### src/rtl/code_frame_deserializer.sv
// rtl/code_frame_deserializer.sv - framed bit-serial command front-end for the code converter
//
// Receives 8-bit serial frames (start=1, sel[1:0], code[3:0], even parity P),
// presents the registered sel/code pair with a one-cycle strobe, flags codes the
// converter cannot map, and aborts frames that stall for TIMEOUT cycles.
//
// Ports:
//   clk, rst_n          clock, synchronous active-low reset
//   ser_in, ser_valid   serial bit and its qualifier
//   code_in, select     last good frame's code and mode (held between frames)
//   frame_valid         one-cycle strobe when code_in/select update
//   range_err           qualifies frame_valid: code unmappable for the mode
//   parity_err          one-cycle strobe: frame dropped for bad parity
//   frame_abort         one-cycle strobe: frame dropped by the idle watchdog
//   busy                FSM is outside IDLE
//   frame_count         good-frame counter, wraps 255->0
module code_frame_deserializer #(
  parameter int TIMEOUT = 16
) (
  input  logic       clk,
  input  logic       rst_n,
  input  logic       ser_in,
  input  logic       ser_valid,
  output logic [3:0] code_in,
  output logic [1:0] select,
  output logic       frame_valid,
  output logic       range_err,
  output logic       parity_err,
  output logic       frame_abort,
  output logic       busy,
  output logic [7:0] frame_count
);

  typedef enum logic [1:0] {IDLE, SEL, CODE, PAR} state_t;

  localparam logic [7:0] IDLE_LIMIT = 8'(TIMEOUT - 1);

  state_t     state_q, state_d;
  logic [5:0] shift_q, shift_d;
  logic [2:0] bit_cnt_q, bit_cnt_d;
  logic [7:0] idle_cnt_q, idle_cnt_d;
  logic [3:0] code_q, code_d;
  logic [1:0] sel_q, sel_d;
  logic [7:0] count_q, count_d;
  logic       fv_q, fv_d;
  logic       re_q, re_d;
  logic       pe_q, pe_d;
  logic       fa_q, fa_d;
  logic       busy_q, busy_d;

  logic       parity_ok;
  logic       code_unmappable;

  // Payload is complete in shift_q when the parity bit arrives.
  assign parity_ok = ~(^{shift_q, ser_in});

  always_comb begin
    code_unmappable = 1'b0;
    case (shift_q[5:4])
      2'b01:   code_unmappable = (shift_q[3:0] > 4'd9);
      2'b11:   code_unmappable = (shift_q[3:0] < 4'd3) || (shift_q[3:0] > 4'd12);
      default: code_unmappable = 1'b0;
    endcase
  end

  always_comb begin
    state_d    = state_q;
    shift_d    = shift_q;
    bit_cnt_d  = bit_cnt_q;
    idle_cnt_d = idle_cnt_q;
    code_d     = code_q;
    sel_d      = sel_q;
    count_d    = count_q;
    fv_d       = 1'b0;
    re_d       = 1'b0;
    pe_d       = 1'b0;
    fa_d       = 1'b0;

    if (state_q == IDLE) begin
      idle_cnt_d = '0;
      bit_cnt_d  = '0;
      if (ser_valid && ser_in) begin
        state_d = SEL;
        shift_d = '0;
      end
    end else if (ser_valid) begin
      idle_cnt_d = '0;
      case (state_q)
        SEL, CODE: begin
          shift_d   = {shift_q[4:0], ser_in};
          bit_cnt_d = bit_cnt_q + 3'd1;
          // bit_cnt spans the whole 6-bit payload: 0..1 select, 2..5 code.
          if (state_q == SEL && bit_cnt_q == 3'd1) state_d = CODE;
          if (state_q == CODE && bit_cnt_q == 3'd5) state_d = PAR;
        end
        default: begin
          state_d   = IDLE;
          bit_cnt_d = '0;
          if (parity_ok) begin
            sel_d   = shift_q[5:4];
            code_d  = shift_q[3:0];
            count_d = count_q + 8'd1;
            fv_d    = 1'b1;
            re_d    = code_unmappable;
          end else begin
            pe_d = 1'b1;
          end
        end
      endcase
    end else if (idle_cnt_q == IDLE_LIMIT) begin
      // This edge is the TIMEOUT-th consecutive stalled cycle.
      state_d    = IDLE;
      shift_d    = '0;
      bit_cnt_d  = '0;
      idle_cnt_d = '0;
      fa_d       = 1'b1;
    end else begin
      idle_cnt_d = idle_cnt_q + 8'd1;
    end

    busy_d = (state_d != IDLE);
  end

  always_ff @(posedge clk) begin
    if (!rst_n) begin
      state_q    <= IDLE;
      shift_q    <= '0;
      bit_cnt_q  <= '0;
      idle_cnt_q <= '0;
      code_q     <= '0;
      sel_q      <= '0;
      count_q    <= '0;
      fv_q       <= 1'b0;
      re_q       <= 1'b0;
      pe_q       <= 1'b0;
      fa_q       <= 1'b0;
      busy_q     <= 1'b0;
    end else begin
      state_q    <= state_d;
      shift_q    <= shift_d;
      bit_cnt_q  <= bit_cnt_d;
      idle_cnt_q <= idle_cnt_d;
      code_q     <= code_d;
      sel_q      <= sel_d;
      count_q    <= count_d;
      fv_q       <= fv_d;
      re_q       <= re_d;
      pe_q       <= pe_d;
      fa_q       <= fa_d;
      busy_q     <= busy_d;
    end
  end

  assign code_in     = code_q;
  assign select      = sel_q;
  assign frame_valid = fv_q;
  assign range_err   = re_q;
  assign parity_err  = pe_q;
  assign frame_abort = fa_q;
  assign busy        = busy_q;
  assign frame_count = count_q;

endmodule

### config.mk
export PLATFORM = sky130hd
export DESIGN_NAME = code_frame_deserializer
export DESIGN_NICKNAME = d
export VERILOG_FILES = /design/src/rtl/code_frame_deserializer.sv
export SDC_FILE = /design/constraint.sdc
export NUM_CORES = 1
export LEC_CHECK = 0
export CORE_AREA = 5 5 71 86
export DETAILED_ROUTE_END_ITERATION = 10
export DIE_AREA = 0 0 76 91
export PLACE_DENSITY_LB_ADDON = 0.3
export SYNTH_ARGS = -nofsm -noshare
export SYNTH_HDL_FRONTEND = slang
export SYNTH_SLANG_ARGS = --single-unit
export TNS_END_PERCENT = 1
### constraint.sdc
create_clock -name clk -period 2.7 [get_ports clk]
set_clock_uncertainty 0.2 [all_clocks]
set_input_delay 0.54 -clock clk [delete_from_list [all_inputs] [get_ports clk]]
set_output_delay 0.54 -clock clk [all_outputs]
set_load 0.05 [all_outputs]
==> key figures, run 1 <==
Yosys
  • Syn. warnings: 0
  • Synthesized Nets: 213
  • Post-synth EDFFs: 0
  • Ys async rst share: 0
  • Xor-xnor portion of the synthesized cell area: 0.08062
  • Post-synthesis adder-cell area fraction: 0.05658
  • Mapped Avg Cell Area: 8.802 um2
  • Synth Area in Simple Gates: 0.2588
  • Synth Register Bits: 38
  • Yosys cell types: 39
  • Post-synthesis compound-gate area fraction: 0.1273
  • Post-synthesis mux area share: 0.01697
  • Synthesized cell area: 1769 um2
  • Cell count after synthesis: 201
  • Prevailing post-synth register cell: dfxtp_1
  • Largest family of logic cells by synthesized area: simple AND/OR/NAND/NOR gates
  • Sequential area share after synthesis: 0.4300

Die
  • Initial Util: 0.3410
  • Core area: 5189 um2
  • I/O pin count: 23
  • Die Y: 91 um
  • Rows: 29
  • Die area: 6916 um2
  • Die X: 76 um

Placement
  • Cell count after placement: 280
  • PortBufs: 22
  • Hpwl dp: 2600 um
  • GPL Wtd Cong: 0.7748

STA
  • Slew Viols, Final: 0
  • RSZ-0062 raised after global routing: false
  • Post-route minimum period: 2311 ps
  • Period utilisation layout: 0.8559
  • Final setup fails: 0
  • Fmax: 0.4327 GHz
  • Total negative setup slack: 0 ps
  • WHS: 249.6 ps
  • Tightest Pin Transition: 590.1 ps
  • Hold Fails Final Rpt: 0
  • Max-slew headroom: 0.6029

Power
  • Sequential share of power: 0.566
  • Psw: 232.4 uW
  • Peak VDD IR: 286.9 uV
  • P_leak: 0.0007425 uW
  • Int Power: 772.2 uW
  • PwrDens: 470.4 nW/um2
  • Comb power frac: 0.076
  • Switching share of power: 0.2314
  • Total chip power: 1005 uW
  • Clk pwr share: 0.358

Worst setup path
  • CP peak stage delay: 480 ps
  • CP Launch Type: primary input
  • WS Path Type: in -> reg
  • Worst path slowest cell: or4_1
  • CP required: 2720 ps
  • Crit path DAT: 2330 ps
  • Worst Path Buf+Inv: 1
  • Family with the most delay on the worst path: XOR/XNOR gates
  • Crit-path cells: clkdlybuf4s50_1 > xor2_1 > xnor3_2 > nand3_4 > or4_1 > a21boi_1
  • CP endpoint kind: flop
  • Crit Path Max Fanout: 6

GRT
  • Vias in the first global route: 1432
  • Grt ovf: 0
  • Pin count of the biggest net entering global routing: 36
  • First-pass GRT wire length: 6437 um
  • Initial antenna violation count: 0
  • Gr usage total: 0.1110

Clocking
  • CTS tree: yes
  • Post-CTS Hold Buffers: 0
  • Cts bufs inserted: 5
  • Worst-case clock buffer depth: 2
  • Cells resized by post-CTS repair: 0
  • Clk_lat worst skew: 280 ps
  • Clk pin slew, worst setup/hold paths: 70 ps
  • CTS root buf: clkbuf_8
  • Setup Fix Bufs, Post-CTS: 0
  • H-tree depth: 2
  • Clock Sink Count: 38

Detailed routing
  • ANT nets after route: 0
  • 1st-iter DRT viols: 68
  • DR DRC count: 0
  • Vias per inst: 4.902
  • Total Routed Length: 3580 um
  • Vias: 1407
  • Drt pass-1 iters: 4
  • Drt wl/cell: 12.47 um

Final layout
  • Final Util: 0.4116
  • Commonest non-fill, non-tap cell in the layout: dfxtp_1
  • Share of post-route cells with drive strength above 1: 0.05333
  • Layout Cells excl Fill: 287
  • Most frequent cells in the layout: dfxtp_1, clkdlybuf4s50_1, nand2_1, nor2_1, nand3_1
  • Area Growth Syn to Fin: 20.72%
  • Nets: 237
  • Diode count: 0

Min path
  • Hold Path Class: reg -> reg

Job
  • Max-cap violations: 0

Outcome
  • Outcome: finished, final reports clean
[layer usage]
metal / global-route usage / share of wire
met5: 0 / 0
met4: 0.04006 / 0.011
met3: 0.03960 / 0.033
met2: 0.1786 / 0.47
met1: 0.1359 / 0.49
[cells in the mapped netlist (2+ instances only)]
cell type,n,area (um2)
a21boi_0,3,22.52
a21oi_1,5,25.02
a31oi_1,2,12.51
a32oi_1,2,17.52
and2_1,7,43.79
and3_1,2,12.51
clkbuf_1,8,30.03
dfxtp_1,38,760.7
ha_1,8,100.1
inv_1,6,22.52
mux2i_1,3,30.03
nand2_1,21,78.83
nand2b_1,6,37.54
nand3_1,17,85.08
nand4_1,2,12.51
nand4b_1,3,26.28
nor2_1,21,78.83
nor2b_1,4,25.02
o211ai_1,3,22.52
o21ai_0,11,55.05
o31ai_1,2,15.01
xnor2_1,7,61.31
xor2_1,4,35.03
[layout make-up]
| cell class | instances | area (um2) |
|---|---|---|
| clock buffers | 7 | 76.32 |
| multi-input cells | 149 | 955.9 |
| well taps | 62 | 77.57 |
| fillers | 528 | 3053 |
| flip-flops and latches | 38 | 760.7 |
| repair buffers | 25 | 242.7 |
| inverters | 6 | 22.52 |
[power by group through the flow]
stage	Clock, uW	Sequential, uW	Combinational (uW)
6_report	360	569	76.2
2_1_floorplan	0	589	46.8
3_5_place_dp	0	582	76.5
4_1_cts	374	569	76.6
3_3_place_gp	0	582	76.0
5_1_grt	403	569	83.8
[worst paths after layout]
kind	start	endpoint	slack, ps	cells after the start
worst max-delay path	ser_in	frame_count[4]$_SDFFE_PN0P_	390	6
worst min-delay path	idle_cnt_q[0]$_SDFF_PP0_	idle_cnt_q[0]$_SDFF_PP0_	250	1
worst max register to register	shift_q[0]$_SDFFE_PN0P_	frame_count[4]$_SDFFE_PN0P_	490	5
worst min register to register	idle_cnt_q[0]$_SDFF_PP0_	idle_cnt_q[0]$_SDFF_PP0_	250	1
[sequential cells by signal (all words and copies together) (netlist names)]
| register | flops |
|---|---|
| frame_valid | 1 |
| frame_abort | 1 |
| range_err | 1 |
| state_q | 2 |
| shift_q | 6 |
| idle_cnt_q | 8 |
| code_in | 4 |
| select | 2 |
| parity_err | 1 |
| bit_cnt_q | 3 |
| frame_count | 8 |
| busy | 1 |
[per-stage QoR]
stage / setup WS, ps / area (um2)
after detailed placement: 76.52 / 2059
after global routing: 289.0 / 2136
after global placement: 126.3 / 2059
after floorplan: 597.9 / 1769
after CTS: 376.4 / 2136
final: 389.0 / 2136
[kinds of logic after synthesis]
| family | Yosys count |
|---|---|
| buffers and inverters | 14 |
| DFF | 38 |
| adders and majority gates | 8 |
| AOI/OAI and AO/OA | 35 |
| xor gates and xnor gates | 13 |
| and+or+nand+nor | 90 |
| muxes | 3 |
Power figures use the tool's default switching activity.
==> run 2, diff against run 1 <==
--- a/config.mk
+++ b/config.mk
@@ -5,9 +5,9 @@
 export SDC_FILE = /design/constraint.sdc
 export NUM_CORES = 1
 export LEC_CHECK = 0
-export CORE_AREA = 5 5 71 86
+export CORE_AREA = 5 5 59 71
 export DETAILED_ROUTE_END_ITERATION = 10
-export DIE_AREA = 0 0 76 91
+export DIE_AREA = 0 0 64 76
 export PLACE_DENSITY_LB_ADDON = 0.3
 export SYNTH_ARGS = -nofsm -noshare
 export SYNTH_HDL_FRONTEND = slang
==> constraint.sdc (replaced) <==
create_clock -name clk -period 2.7 [get_ports clk]
set_clock_uncertainty 0.2 [all_clocks]
set_input_delay 0.27 -clock clk [delete_from_list [all_inputs] [get_ports clk]]
set_output_delay 0.27 -clock clk [all_outputs]
set_load 0.05 [all_outputs]
==> key figures, run 2 (synthesis gave the netlist of run 1 again) <==
Outcome
  • Outcome: finished, final reports clean

Clocking
  • Cts bufs inserted: 5
  • Post-CTS Hold Buffers: 0
  • Clk_lat worst skew: 280 ps
  • H-tree depth: 2
  • Setup Fix Bufs, Post-CTS: 0
  • Cells resized by post-CTS repair: 0
  • Clock Sink Count: 38
  • Clk pin slew, worst setup/hold paths: 70 ps
  • Worst-case clock buffer depth: 2
  • CTS root buf: clkbuf_8
  • CTS tree: yes

Placement
  • Pre-CTS setup slack: 344.6 ps
  • PortBufs: 22
  • Dpl cell area: 2023 um2
  • Hpwl dp: 2412 um
  • GPL Wtd Cong: 0.7670

Die
  • Initial Util: 0.5036
  • Die Y: 76 um
  • I/O pin count: 23
  • Die X: 64 um
  • Rows: 24
  • Die area: 4864 um2
  • Core area: 3513 um2

STA
  • Tightest Pin Transition: 572.1 ps
  • Final setup fails: 0
  • Slew Viols, Final: 0
  • Hold Fails Final Rpt: 0
  • Fmax: 0.4507 GHz
  • Period utilisation layout: 0.8217
  • Final worst setup slack: 481.3 ps
  • Total negative setup slack: 0 ps
  • WHS: 256.1 ps
  • RSZ-0062 raised after global routing: false
  • Post-route minimum period: 2219 ps
  • Max-slew headroom: 0.6151

Detailed routing
  • Total Routed Length: 3345 um
  • DR DRC count: 0
  • Drt wl/cell: 12.67 um
  • Drt pass-1 iters: 4
  • ANT nets after route: 0
  • Vias per inst: 5.352
  • 1st-iter DRT viols: 37
  • Vias: 1413

Min path
  • Hold path endpoint: idle_cnt_q[0]$_SDFF_PP0_
  • Hold Path Class: reg -> reg
  • HP Start: idle_cnt_q[0]$_SDFF_PP0_
  • Worst Hold Depth: 1

GRT
  • Gr usage total: 0.1489
  • Pin count of the biggest net entering global routing: 36
  • Initial antenna violation count: 0
  • Vias in the first global route: 1340
  • First-pass GRT wire length: 6023 um
  • Grt ovf: 0

Power
  • PwrDens: 487.6 nW/um2
  • P_leak: 0.0007482 uW
  • Peak VDD IR: 422.1 uV

Final layout
  • Commonest non-fill, non-tap cell in the layout: dfxtp_1
  • Share of post-route cells with drive strength above 1: 0.05778
  • Nets: 236
  • Final instance area: 2115 um2
  • Layout fillers: 332
  • Final Util: 0.6019
  • Diode count: 0
  • Most frequent cells in the layout: dfxtp_1, clkdlybuf4s50_1, nand2_1, nor2_1, nand3_1
  • Area Growth Syn to Fin: 19.52%

Worst setup path
  • CP Launch Type: flop
  • Crit Path Max Fanout: 6
  • CP endpoint kind: flop
  • WS Path Type: reg -> reg
  • R2R Setup Slk: 480 ps
  • CP required: 2720 ps
  • Worst R2R End: frame_count[4]$_SDFFE_PN0P_
  • Worst r2r src: shift_q[0]$_SDFFE_PN0P_
  • Worst-case reg-to-reg path depth: 5
  • Crit path DAT: 2230 ps

Job
  • Max-cap violations: 0
-- run 2: cell types whose count changed in the layout (fill, tap and decap cells not counted) --
cell and delta:
buf_4 -1, clkbuf_1 -1, clkbuf_8 +1, clkinv_2 +1
-- run 2: cell type report --
class                   count  area, um2  share of cell area
flip-flops and latches     38      760.7              0.3598
well taps                  39      48.80             0.02308
multi-input cells         149      955.9              0.4521
clock inverters             1      5.005            0.002367
clock buffers               7      86.33             0.04083
repair buffers             24      235.2              0.1112
inverters                   6      22.52             0.01065
-- run 2: metrics by stage --
stage	power [uW]	cells
after floorplan	635.6	201
after global placement	656.6	256
after detailed placement	657.9	256
after CTS	1040	264
after global routing	1083	264
final	1031	264
-- run 2: power breakdown --
group	internal [uW]	switching, uW	leakage, uW
sequential	565	3.76	0.000306
clock	206	181	0.0000482
combinational	29.3	46.6	0.000394
-- run 2: metal layers --
layer  share of wire  routed length, um  GRT usage
met1            0.48               1617     0.1948
met2            0.47               1588     0.2374
met3           0.030                101    0.04425
met4           0.011                 37    0.03742
met5               0                  0          0
-- run 2: how the worst max path moves through the flow --
| stage | start | endpoint | slack [ps] | depth (start not counted) |
|---|---|---|---|---|
| 2_1_floorplan | shift_q[0]$_SDFFE_PN0P_ | frame_count[4]$_SDFFE_PN0P_ | 640 | 5 |
| 3_3_place_gp | ser_in | frame_count[4]$_SDFFE_PN0P_ | 390 | 6 |
| 3_5_place_dp | ser_in | frame_count[4]$_SDFFE_PN0P_ | 340 | 6 |
| 4_1_cts | shift_q[0]$_SDFFE_PN0P_ | frame_count[4]$_SDFFE_PN0P_ | 470 | 5 |
| 5_1_grt | shift_q[0]$_SDFFE_PN0P_ | frame_count[4]$_SDFFE_PN0P_ | 370 | 6 |
| 6_report | shift_q[0]$_SDFFE_PN0P_ | frame_count[4]$_SDFFE_PN0P_ | 480 | 5 |
-- run 2: worst max-delay path: stages (launching register included) --
cell      delay (ps)
dfxtp_1          440
xnor3_1          440
xnor3_2          310
nand3_4           90
or4_1            490
a21boi_1         160
